[src/rtl/redmule_job_ctrl.sv]
// RedMulE job controller: queues offloaded jobs and walks the head job through
// tiler configuration, weight preload and compute, with watchdog and abort.
module redmule_job_ctrl #(
  parameter int unsigned N_CORES   = 8,
  parameter int unsigned N_JOBS    = 4,
  parameter int unsigned ID_WIDTH  = 8,
  parameter int unsigned TIMEOUT_W = 16
) (
  input  logic                             clk_i,
  input  logic                             rst_i,
  input  logic                             clear_i,
  input  logic                             job_valid_i,
  output logic                             job_ready_o,
  input  logic [ID_WIDTH-1:0]              job_id_i,
  input  logic [$clog2(N_CORES)-1:0]       job_core_i,
  output logic                             cfg_start_o,
  input  logic                             cfg_valid_i,
  input  logic                             w_loaded_i,
  input  logic                             z_done_i,
  input  logic                             abort_i,
  input  logic [TIMEOUT_W-1:0]             timeout_i,
  output logic                             busy_o,
  output logic                             first_load_o,
  output logic                             flush_o,
  output logic                             sched_rst_o,
  output logic                             finished_o,
  output logic                             done_valid_o,
  output logic                             done_err_o,
  output logic [ID_WIDTH-1:0]              done_id_o,
  output logic [ID_WIDTH-1:0]              cur_id_o,
  output logic [$clog2(N_JOBS+1)-1:0]      pending_o,
  output logic [N_CORES-1:0][1:0]          evt_o
);

  localparam int unsigned CORE_W = $clog2(N_CORES);
  localparam int unsigned PTR_W  = $clog2(N_JOBS);
  localparam int unsigned CNT_W  = $clog2(N_JOBS + 1);

  typedef enum logic [2:0] {
    IDLE, CONFIG, STARTING, COMPUTING, FINISHED, ABORT
  } state_e;

  state_e               state_q, state_d;
  logic [PTR_W-1:0]     wr_ptr_q, wr_ptr_d;
  logic [PTR_W-1:0]     rd_ptr_q, rd_ptr_d;
  logic [CNT_W-1:0]     count_q, count_d;
  logic [TIMEOUT_W-1:0] wdog_q, wdog_d;

  logic [ID_WIDTH-1:0]  id_mem_q   [N_JOBS];
  logic [CORE_W-1:0]    core_mem_q [N_JOBS];

  logic                 push, pop, active, timeout_hit, queue_full, queue_empty;
  logic [ID_WIDTH-1:0]  head_id;
  logic [CORE_W-1:0]    head_core;

  assign queue_full  = (count_q == CNT_W'(N_JOBS));
  assign queue_empty = (count_q == '0);
  // A push coinciding with clear is dropped so the queue really ends up empty.
  assign push        = job_valid_i && !queue_full && !clear_i;
  assign pop         = (state_q == FINISHED) || (state_q == ABORT);
  assign active      = state_q inside {CONFIG, STARTING, COMPUTING};
  assign timeout_hit = (timeout_i != '0) && (wdog_q == timeout_i);
  assign head_id     = id_mem_q[rd_ptr_q];
  assign head_core   = core_mem_q[rd_ptr_q];

  // NOTE: every signal written here gets a default first, so no path leaves it
  // unassigned and no latch is inferred.
  always_comb begin
    state_d  = state_q;
    wr_ptr_d = wr_ptr_q;
    rd_ptr_d = rd_ptr_q;
    count_d  = count_q;
    wdog_d   = wdog_q;

    if (push) wr_ptr_d = wr_ptr_q + PTR_W'(1);
    if (pop)  rd_ptr_d = rd_ptr_q + PTR_W'(1);
    unique case ({push, pop})
      2'b10:   count_d = count_q + CNT_W'(1);
      2'b01:   count_d = count_q - CNT_W'(1);
      default: count_d = count_q;
    endcase

    if (active && (wdog_q != '1)) wdog_d = wdog_q + TIMEOUT_W'(1);

    // Within active states: abort beats the normal step, which beats timeout.
    unique case (state_q)
      IDLE: if (!queue_empty) begin
        state_d = CONFIG;
        wdog_d  = '0;
      end
      CONFIG: begin
        if (abort_i)          state_d = ABORT;
        else if (cfg_valid_i) state_d = STARTING;
        else if (timeout_hit) state_d = ABORT;
      end
      STARTING: begin
        if (abort_i)          state_d = ABORT;
        else if (w_loaded_i)  state_d = COMPUTING;
        else if (timeout_hit) state_d = ABORT;
      end
      COMPUTING: begin
        if (abort_i)          state_d = ABORT;
        else if (z_done_i)    state_d = FINISHED;
        else if (timeout_hit) state_d = ABORT;
      end
      FINISHED, ABORT: state_d = IDLE;
      default:         state_d = IDLE;
    endcase

    if (clear_i) begin
      state_d  = IDLE;
      wr_ptr_d = '0;
      rd_ptr_d = '0;
      count_d  = '0;
      wdog_d   = '0;
    end
  end

  // NOTE: sequential state is updated with non-blocking assignments so every
  // flop samples the values from before this clock edge.
  always_ff @(posedge clk_i or posedge rst_i) begin
    if (rst_i) begin
      state_q  <= IDLE;
      wr_ptr_q <= '0;
      rd_ptr_q <= '0;
      count_q  <= '0;
      wdog_q   <= '0;
    end else begin
      state_q  <= state_d;
      wr_ptr_q <= wr_ptr_d;
      rd_ptr_q <= rd_ptr_d;
      count_q  <= count_d;
      wdog_q   <= wdog_d;
    end
  end

  // NOTE: queue storage has no reset; entries are only read when count_q says
  // they are valid, so their power-up contents never reach an output.
  always_ff @(posedge clk_i) begin
    if (push) begin
      id_mem_q[wr_ptr_q]   <= job_id_i;
      core_mem_q[wr_ptr_q] <= job_core_i;
    end
  end

  assign job_ready_o  = !queue_full;
  assign pending_o    = count_q;
  assign busy_o       = (state_q != IDLE) || !queue_empty;
  assign cfg_start_o  = (state_q == IDLE) && !queue_empty;
  assign first_load_o = (state_q == STARTING);
  assign flush_o      = pop;
  assign sched_rst_o  = pop;
  assign finished_o   = (state_q == FINISHED);
  assign done_valid_o = pop;
  assign done_err_o   = (state_q == ABORT);
  assign done_id_o    = pop ? head_id : '0;
  assign cur_id_o     = queue_empty ? '0 : head_id;

  always_comb begin
    evt_o = '0;
    if (pop) evt_o[head_core] = {state_q == ABORT, state_q == FINISHED};
  end

endmodule

[config.mk]
export PLATFORM = sky130hd
export DESIGN_NAME = redmule_job_ctrl
export DESIGN_NICKNAME = d
export VERILOG_FILES = /design/src/rtl/redmule_job_ctrl.sv
export SDC_FILE = /design/constraint.sdc
export NUM_CORES = 1
export LEC_CHECK = 0
export ABC_AREA = 1
export CORE_MARGIN = 3
export CORE_UTILIZATION = 45
export DETAILED_ROUTE_END_ITERATION = 10
export PLACE_DENSITY = 0.7
export SLEW_MARGIN = 20
export SYNTH_ARGS = -nofsm -noshare
export SYNTH_HDL_FRONTEND = slang
export SYNTH_SLANG_ARGS = --single-unit
[constraint.sdc]
create_clock -name clk_i -period 5 [get_ports clk_i]
set_input_delay 0.5 -clock clk_i [delete_from_list [all_inputs] [get_ports clk_i]]
set_output_delay 0.5 -clock clk_i [all_outputs]
set_load 0.02 [all_outputs]
# == Word level (Yosys, flattened, before mapping) ==
# Memories as Yosys holds them, arrays and structs flattened.
# Index checks and enable logic that the tools add are counted.
# totals
out_inout_bits,44
memories,2
ff_bits,26
ram_bits,44
elab_cells,72
in_bits,35
# classes
n_bitwise,1
mux,27
n_eq_ne,11
addsub,5
n_lt_le_gt_ge,2
reduce_logical,19
# mem_list
name,depth,width,read_ports,rd_clocked_by_memory_dff,write_ports,line_no,rtl
id_mem_q,4,8,1,0,1,49,logic [ID_WIDTH-1:0] id_mem_q [N_JOBS];
core_mem_q,4,3,1,0,1,50,logic [CORE_W-1:0] core_mem_q [N_JOBS];
# ops
cell,n
$mux 16,5
$mux 3,10
$add 16x1->16 const B,1
$and 16x16->16,1
$eq 16x16->1,1
$mux 8,2
$ne 16x16->1 const B,1
$reduce_bool 16->1,1
$pmux 3 s4,1
$mux 2,5
$eq 3x3->1 const B,3
$reduce_bool 3->1,3
$demux 2 s3,1
$eq 3x2->1 const B,2
$logic_and 1x1->1,6
$logic_not 3->1,2
$pmux 3 s2,1
$add 2x1->2 const B,2
$lt 3x4->1 const B,1
$reduce_bool 2->1,2
$add 3x1->3 const B,1
$eq 3x1->1 const B,1
$ge 3x1->1 const B,1
$logic_not 1->1,3
other kinds (6),8

# == Logic depth before layout (Yosys ltp) ==
# Gate-level depths: netlist (run 1).
# logic_depth
ltp_word,7
ltp_mapped,12
depth_no_buf,12

# == Worst setup path before layout (run 1) ==
# Ideal clock, no wire load.
# synth_timing
path_type,register to register
from,register count_q[0] (netlist: pending_o[0])
to,register count_q[2] (netlist: pending_o[2])
setup_time_ns,0.077
required_time_ns,4.923
synth_period_minus_slack_ns,2.275
arrival_ns,2.198
n_path_buf,0
slack_ns,2.725
path_stages_with_launch,13
path_cell_list,dfrtp_1 -> inv_1 -> nand3_1 -> nand2_1 -> nor2_1 -> inv_1 -> nand2_1 -> inv_1 -> fa_1 -> xnor2_1 -> xor2_1 -> nand3_1 -> o21ai_1
# synth_between
elab_chain_len,7
word_cells_on_any_way,11
classes_between,add/sub: 2; eq/ne: 3; mux: 2; reduce/logical: 4
# synth_lines
element,line_no,rtl
"start, declared",46,"logic [CNT_W-1:0] count_q, count_d;"
"start signal, assigned",132,count_q <= count_d;
$eq 3x3->1 (*),56,assign queue_full = (count_q == CNT_W'(N_JOBS));
$logic_not 1->1 (*),n/a,
named net job_ready_o,13,"output logic job_ready_o,"
$logic_and 1x1->1 (*) (2 in series),59,assign push = job_valid_i && !queue_full && !clear_i;
$eq 2x1->1 or $eq 2x2->1 (tied branches),77,"unique case ({push, pop})"
$pmux 3 s2,77,
$mux 3,110,if (clear_i) begin
# The timed path passes the listed nets; every way through them passes the cells marked *.
# A chain may end at the register's enable or synchronous reset.

==> results by group, run 1 <==
STA
  • Crit share post-route: 68.0%
  • Final Max Tran Viols: 0
  • Slew headroom: between 30 and 40%
  • Setup TNS Final: 0 ps
  • RSZ-0062 raised after global routing: no
  • PnR worst setup slack: 1600 ps
  • Clock skew: 10.5 ps
  • Peak Freq: 294 MHz
  • Endpoints failing hold: 0
  • Final setup viols: 0
  • Worst Max-Slew Pin Slew: between 1000 and 1500 ps
  • Tmin final: approximately 3400 ps
  • Worst hold slack: 472 ps

Floorplanning
  • Die area: 0.00993 sq mm
  • Chip height: 99.6 um
  • Core footprint: 0.00838 sq mm
  • Ports: 79
  • Starting Density: 47.1%
  • Rows: 33
  • Die extent in x: roughly 100 um

Clock network
  • Num CTS Buffers: 9
  • Clock tree sinks: 70
  • Clock tree buffer depth: 2
  • Clk Tree Root Cell: clkbuf_8
  • Clk pin slew, worst setup/hold paths: 80 ps
  • H-tree levels: 3
  • Hold-fix buffers at CTS: 0
  • CTS tree: built
  • Clk_lat worst skew: between 300 and 400 ps
  • Setup Buffers After CTS: 0
  • Post-CTS sizing: 0

Placement
  • Post-DP HPWL: 6800 um
  • Final GP Congestion: 0.925
  • Post-Place Cells: 650
  • Post-Place Setup Slack: 1980 ps
  • Placed Area: 0.00477 sq mm
  • Port Buffers: 78

Global routing
  • Vias in the first global route: 3235
  • Largest net degree at the start of global routing: 27
  • Gr usage total: 20.0%
  • Initial antenna violation count: 0
  • First-pass GRT wire length: 15600 um
  • GR Overflow Total: 0

Power
  • Total power: 1.43 mW
  • Leak: 2.01 nW
  • Max VDD drop: 0.000169 V
  • Pwr dens: around 290 mW/mm^2

Synthesis
  • Synthesized area per cell: 8.22 sq um
  • Mapped Area: 0.00395 sq mm
  • Syn Inst Count: 480
  • Synth unique cells: 37
  • Post-synth ARST share: 37.1%
  • Register bit total from synthesis: 70
  • Post-synth EDFFs: 44
  • Syn nets: 521
  • YS warnings: 0
  • Most used DFF post-synth: edfxtp_1
  • Register area share after synthesis: 50.0%

Layout
  • Fin cells: roughly 670
  • Core Util, Final: 59.1%
  • Number of diodes: 0
  • Filler Cells Inserted: 766
  • Fin area: a little under 0.005 sq mm
  • Synthesis-to-finish area growth: 25.5%
  • Share of cells above drive strength 1: 7.66%
  • Layout net count: 597

Drt
  • Drt pass-1 iters: 4
  • Via/cell ratio: 4.99
  • Post-Route WL: 9380 um
  • DRC violations left: 0
  • Avg WL per Cell: 14.1 um
  • Routed Antenna Nets: 0
  • DR vias: 3322
  • Initial drt markers: between 100 and 150

Worst setup path
  • CP startpoint kind: flop
  • Critical path class: reg2out
  • Worst Setup End Kind: output pin
  • Required @ worst endpoint: around 4500 ps
  • Peak fanout along the critical path: 24
  • Worst Path Arrival: 2900 ps

Min path
  • Hold WC Path Type: reg2reg

Outcome
  • Status: finished, final reports clean

Run
  • Max-cap violations: 0
-- worst paths after layout --
check	startpoint	endpoint	slack, ps	cells after the start
max	rd_ptr_q[0]	evt_o[11]	1600	7
min	rd_ptr_q[1]	rd_ptr_q[1]	470	1
max reg2reg	pending_o[0]	pending_o[2]	2770	12
min reg2reg	rd_ptr_q[1]	rd_ptr_q[1]	470	1
max in group asynchronous	rst_i	state_q[0]	4090	2
min in group asynchronous	rst_i	wdog_q[2]	520	2
-- cell usage after synthesis, types with 5 or more instances --
cell      instances  share of area [%]
nand2_1         130                 12
nor2_1           80                7.6
inv_1            59                5.6
edfxtp_1         44                 33
dfrtp_1          26                 16
a21oi_1          19                2.4
nand3_1          17                2.2
o21ai_0          13                1.6
a32o_1            9                2.3
nor3_1            8                1.0
xnor2_1           8                1.8
buf_2             7               0.89
nand2_2           6               0.95
ha_1              5                1.6
nor2_2            5               0.79
-- cell type report --
class	instances	area (sq um)	area share, %
flip-flops and latches	70	1970	39.8
clock buffers	9	124	2.50
repair buffers	78	781	15.8
clock inverters	7	50.0	1.01
multi-input cells	333	1650	33.4
inverters	64	243	4.90
well taps	105	131	2.65
-- cells by family (layout without fill, tap and decap cells) --
family	after synthesis	after routing	synth area share (%)
compound gates	56	56	9.23
xor+xnor	10	10	2.22
fa+ha+maj	6	6	2.09
buf+inv	77	158	8.28
flops	70	70	50.0
simple gates	261	261	28.2
-- placed cells by master (no fill, tap or decap), types with 3 or more instances in the layout --
master,instances
dfrtp_1,26
clkdlybuf4s50_1,78
a32o_1,9
o21ai_1,4
nand2_1,130
nor2_2,7
inv_2,5
a21oi_1,19
edfxtp_1,44
nand3_1,17
o211ai_1,3
nor3_1,8
clkbuf_8,9
ha_1,5
nor2_4,3
inv_1,58
xnor2_1,8
nand4_1,4
nand2_2,6
o21ai_0,13
a211oi_1,3
nor2_1,78
-- sequential cells by signal, indices dropped and copies added, names as in the netlist --
signal / count
rd_ptr_q: 2
core_mem_q: 12
wr_ptr_q: 2
state_q: 3
id_mem_q: 32
wdog_q: 16
pending_o: 3
-- routing by layer --
layer  share of wire [%]  up-vias  global-route usage (%)
met1                  45     1538                    26.1
met2                  50       71                    32.4
li1                    -     1705                       -
met5                   0        -                       0
met3                 4.1        8                    5.33
met4                 1.4        0                    6.83
-- worst max-delay path, stage by stage (launching register included) --
cell and delay [ps]:
dfrtp_1 850, inv_2 370, nand2_1 140, a32o_1 230, and2_1 170, nand2_1 70
nor2_1 110, clkdlybuf4s50_1 620
-- power breakdown --
group	switching, mW	internal (mW)
Sequential	0.0338	0.645
Combinational	0.203	0.135
Clock	0.237	0.181
(Power assumes the default switching activity.)
==> inputs of run 2 (changes only) <==
PLACE_DENSITY = 0.73   (was 0.7)
clock period = 2.95 ns   (was 5 ns; I/O delays follow)
==> results by group, run 2 (same netlist as run 1, synthesis figures left out) <==
Floorplanning
  • Starting Density: 47.1%
  • Chip height: 99.6 um
  • Rows: 33
  • Die extent in x: roughly 100 um
  • Ports: 79
  • Core footprint: 0.00838 sq mm
  • Die area: just under 0.01 sq mm

Clock network
  • Clk Tree Root Cell: clkbuf_8
  • CTS tree: built
  • Clk_lat worst skew: 350 ps
  • Clock tree sinks: 70
  • Clock tree buffer depth: 2
  • Num CTS Buffers: 9
  • Hold-fix buffers at CTS: 0
  • Clk pin slew, worst setup/hold paths: 80 ps
  • H-tree levels: 3

STA
  • Setup TNS Final: 0 ps
  • Crit share post-route: 93.2%
  • Slew headroom: between 60% and 70%
  • RSZ-0062 raised after global routing: no
  • Worst Max-Slew Pin Slew: 479 ps
  • Clock skew: 13.0 ps
  • Peak Freq: around 360 MHz
  • PnR worst setup slack: 200 ps
  • Final setup viols: 0
  • Final Max Tran Viols: 0
  • Tmin final: 2750 ps
  • Endpoints failing hold: 0

Worst setup path
  • Peak fanout along the critical path: 14
  • Buf+Inv Stages, Crit Path: 3
  • CP max stage cell: clkdlybuf4s50_1
  • CP cell instances: inv_4, nand2_1, a32oi_1, inv_1, nor2_1, nand2_1, nor2_1, clkdlybuf4s50_1
  • Worst Setup End Kind: output pin
  • CP delay by family, top: buffers and inverters
  • CP startpoint kind: flop
  • FF-to-FF Start: pending_o[0]
  • Crit. Startpoint: rd_ptr_q[0]
  • Required @ worst endpoint: between 2000 and 3000 ps
  • Crit path largest cell delay: slightly above 600 ps
  • Critical path class: reg2out
  • Worst Path Arrival: 2450 ps

Placement
  • Port Buffers: between 70 and 80
  • Placed Area: 0.00483 sq mm
  • Post-DP HPWL: 7030 um
  • Final GP Congestion: around 0.88
  • Post-Place Setup Slack: 531 ps

Global routing
  • First-pass GRT wire length: between 15000 and 20000 um
  • GR Overflow Total: 0
  • Gr usage total: 20.4%
  • Initial antenna violation count: 0
  • Vias in the first global route: 3423
  • Largest net degree at the start of global routing: 27

Layout
  • Fin area: 0.00506 sq mm
  • Reg with most FFs: id_mem_q
  • Layout net count: around 610
  • Synthesis-to-finish area growth: 28.4%
  • Most common cell after layout, fill and taps aside: nand2_1
  • Share of cells above drive strength 1: 8.61%
  • Largest register FFs: 32
  • Most frequent cells in the layout: nand2_1, nor2_1, clkdlybuf4s50_1, inv_1, edfxtp_1
  • Largest registers: id_mem_q (32), wdog_q (16), core_mem_q (12)
  • Number of diodes: 0
  • Filler Cells Inserted: 729

Drt
  • Post-Route WL: around 9600 um
  • Avg WL per Cell: 14.2 um
  • Via/cell ratio: slightly above 5
  • Initial drt markers: roughly 230
  • DR vias: ~3500
  • DRC violations left: 0
  • Drt pass-1 iters: 4
  • Routed Antenna Nets: 0

Power
  • Pwr dens: approximately 520 mW/mm^2
  • Max VDD drop: around 0.00036 V
  • Leak: 2.08 nW

Min path
  • Hold WC Path Type: in2async

Outcome
  • Status: finished, final reports clean

Run
  • Max-cap violations: 0
[run 2: changes by cell type in the layout (fill, tap and decap cells not counted)]
cell / change
inv_2: -2
clkinvlp_4: -2
bufinv_16: +2
clkinv_1: -1
inv_1: +1
buf_4: +8
nor2_1: +2
inv_4: +1
inv_6: +2
clkinv_2: -1
nor2_2: -2
[run 2: metrics by stage]
stage                     hold WS [ps]  utilization (%)  cells  power (mW)
after global routing               332             60.4    674        2.76
after CTS                          305             60.4    674        2.65
after global placement             447             57.7    658        1.74
after detailed placement           455             57.7    658        1.76
after floorplan                    335                -    480        1.53
final                              312             60.4    674        2.63
[run 2: final cells by class]
type / instances / area [sq um] / area share, %
Timing Repair Buffer: 86 / 841 / 16.6
Inverter: 64 / 245 / 4.84
Clock buffer: 9 / 124 / 2.45
Multi-Input combinational cell: 333 / 1650 / 32.5
Clock inverter: 7 / 104 / 2.05
Tap cell: 105 / 131 / 2.59
Sequential cell: 70 / 1970 / 38.9
[run 2: timing repair]
| action | 4_1_cts | 5_1_grt |
|---|---|---|
| buffers inserted | 0 | 0 |
| endpoints found under the setup margin | 0 | 4 |
| resized for setup | 0 | 1 |
[run 2: layer usage]
| metal | global-route usage [%] | routed length [um] | up-vias |
|---|---|---|---|
| li1 | - | - | 1720 |
| met1 | 27.0 | 4300 | 1659 |
| met2 | 33.9 | 4740 | 86 |
| met3 | 4.98 | 465 | 6 |
| met4 | 5.04 | 78 | 0 |
| met5 | 0 | 0 | - |
[run 2: worst paths after layout]
kind | depth (start not counted) | endpoint | slack, ps
setup reg to reg | 12 | pending_o[2] | 700
min in group clk_i | 1 | rd_ptr_q[1] | 460
hold reg to reg | 1 | rd_ptr_q[1] | 460
hold / removal | 3 | wdog_q[15] | 310
max in group asynchronous | 3 | state_q[1] | 2360
setup / recovery | 8 | evt_o[15] | 200
[run 2: where the power goes]
group | switching, mW | total [mW] | internal, mW | leakage [nW]
logic | 0.358 | 0.592 | 0.235 | 1.21
registers | 0.0530 | 1.15 | 1.09 | 0.757
clock network | 0.400 | 0.888 | 0.488 | 0.115
total | 0.811 | 2.63 | 1.82 | 2.08
[run 2: worst register-to-register path: stages, from the launching register on]
cell and delay [ps]:
dfrtp_1 420, inv_1 100, nand3_1 100, nand2_1 80
nor2_1 200, inv_1 130, nand2_1 150, inv_1 70
fa_1 370, xnor2_1 190, xor2_1 170, nand3_1 80
o21ai_1 90
==> inputs of run 3 (changes only) <==
SETUP_SLACK_MARGIN = 0.05   (was default)
==> results by group, run 3 (same netlist as run 1, synthesis figures left out) <==
Power
  • Logic gate share of total power: 22.6%
  • Clk pwr share: 33.8%
  • P_int: 1.82 mW
  • Total power: 2.63 mW
  • Max VDD drop: between 0.0003 and 0.0004 V
  • Pwr dens: 518 mW/mm^2
  • Leak: 2.08 nW
  • Switching pwr: 810 uW
  • Sequential power share: 43.6%
  • Sw frac: a little under a third

STA
  • Final Max Tran Viols: 0
  • Final setup viols: 0
  • Setup TNS Final: 0 ps
  • Peak Freq: 373 MHz
  • Crit share post-route: 90.9%
  • Worst hold slack: 313 ps
  • Clock skew: 13.1 ps
  • PnR worst setup slack: between 200 and 300 ps
  • Endpoints failing hold: 0
  • Slew headroom: roughly two thirds
  • RSZ-0062 raised after global routing: no
  • Tmin final: roughly 2700 ps
  • Worst Max-Slew Pin Slew: 470 ps

Clock network
  • Setup Buffers After CTS: 0
  • Num CTS Buffers: 9
  • H-tree levels: 3
  • CTS tree: built
  • Clk pin slew, worst setup/hold paths: 80 ps
  • Clock tree sinks: 70
  • Hold-fix buffers at CTS: 0
  • Clk Tree Root Cell: clkbuf_8
  • Clk_lat worst skew: 350 ps
  • Clock tree buffer depth: 2

Worst setup path
  • Crit path depth: 8
  • Worst Path Arrival: 2390 ps
  • Crit path largest cell delay: 610 ps
  • Peak fanout along the critical path: 11
  • Required @ worst endpoint: 2650 ps
  • Buf+Inv Stages, Crit Path: 3
  • R2r setup slk: 710 ps
  • CP startpoint kind: flop
  • FF-to-FF End: pending_o[2]
  • Worst Setup End Kind: output pin
  • Worst reg-to-reg path cell count: 12
  • CP delay by family, top: buffers and inverters
  • CP max stage cell: clkdlybuf4s50_1
  • Critical path class: reg2out
  • FF-to-FF Start: pending_o[0]
  • CP cell instances: inv_1, a21oi_1, a32oi_1, inv_1, nor2_1, nand2_1, nor2_1, clkdlybuf4s50_1

Global routing
  • First-pass GRT wire length: around 16000 um
  • Largest net degree at the start of global routing: 27
  • Vias in the first global route: 3423
  • Gr usage total: roughly 20%
  • GR Overflow Total: 0
  • Initial antenna violation count: 0

Floorplanning
  • Starting Density: between 40% and 50%
  • Die extent in x: 99.6 um
  • Die area: slightly below 0.01 sq mm
  • Core footprint: between 0.008 and 0.009 sq mm
  • Ports: 79
  • Rows: 33
  • Chip height: approximately 100 um

Drt
  • Via/cell ratio: around 5
  • DR vias: 3473
  • Met1 wire length: approximately 4300 um
  • Max layer used: met4
  • Post-Route WL: 9580 um
  • DR WL met3: 457 um
  • DRC violations left: 0
  • Drt pass-1 iters: 4
  • Routed Antenna Nets: 0
  • Initial drt markers: 223
  • Met2 WL: around 4700 um
  • Avg WL per Cell: 14.2 um

Layout
  • Number of diodes: 0
  • Core Util, Final: 60.4%
  • Most frequent cells in the layout: nand2_1, nor2_1, clkdlybuf4s50_1, inv_1, edfxtp_1
  • Most common cell after layout, fill and taps aside: nand2_1
  • Share of cells above drive strength 1: a little under 9%
  • Fin area: 0.00506 sq mm
  • Layout net count: 605
  • Largest registers: id_mem_q (32), wdog_q (16), core_mem_q (12)
  • Largest register FFs: 32
  • Synthesis-to-finish area growth: 28.4%
  • Fin cells: 674
  • Reg with most FFs: id_mem_q

Min path
  • Hold WC Path Type: in2async

Placement
  • Post-Place Setup Slack: 531 ps
  • Final GP Congestion: just under 0.9
  • Placed Area: 0.00483 sq mm
  • Post-DP HPWL: 7030 um
  • Port Buffers: 78
  • Post-Place Cells: 658

Outcome
  • Status: finished, final reports clean

Run
  • Max-cap violations: 0
==> run 3: how the worst max path moves through the flow <==
stage,start,endpoint,slack [ps]
6_report,rd_ptr_q[1],evt_o[15],270
3_5_place_dp,clear_i,pending_o[2],530
3_3_place_gp,rd_ptr_q[0],evt_o[15],620
5_1_grt,rd_ptr_q[1],evt_o[14],60
2_1_floorplan,pending_o[0],pending_o[2],680
4_1_cts,rd_ptr_q[0],evt_o[15],170
==> run 3: area by class of cell <==
class                           count  area, sq um
Inverter                           64          245
Clock inverter                      7          104
Timing Repair Buffer               86          841
Multi-Input combinational cell    333         1650
Sequential cell                    70         1970
Fill cell                         729         3320
Clock buffer                        9          124
Tap cell                          105          131
==> run 3: tightest hold or removal path: stages <==
cell             delay [ps]
clkdlybuf4s50_1         400
inv_1                    50
buf_4                   320
==> run 3: routing by layer <==
| metal | GRT usage, % | up-vias |
|---|---|---|
| met5 | 0 | - |
| met4 | 5.04 | 0 |
| met3 | 4.98 | 6 |
| met2 | 33.9 | 91 |
| met1 | 27.0 | 1656 |
| li1 | - | 1720 |
==> run 3: timing repair <==
action / 4_1_cts / 5_1_grt
endpoints found under the setup margin: 0 / 6
endpoints found under the hold margin: 0 / 0
resized for setup: 0 / 2
==> run 3: power groups by stage <==
stage / combinational (mW) / clock [mW] / sequential (mW)
2_1_floorplan: 0.379 / 0 / 1.16
6_report: 0.592 / 0.888 / 1.15
5_1_grt: 0.657 / 0.949 / 1.15
3_3_place_gp: 0.575 / 0 / 1.16
3_5_place_dp: 0.589 / 0 / 1.17
4_1_cts: 0.593 / 0.909 / 1.14
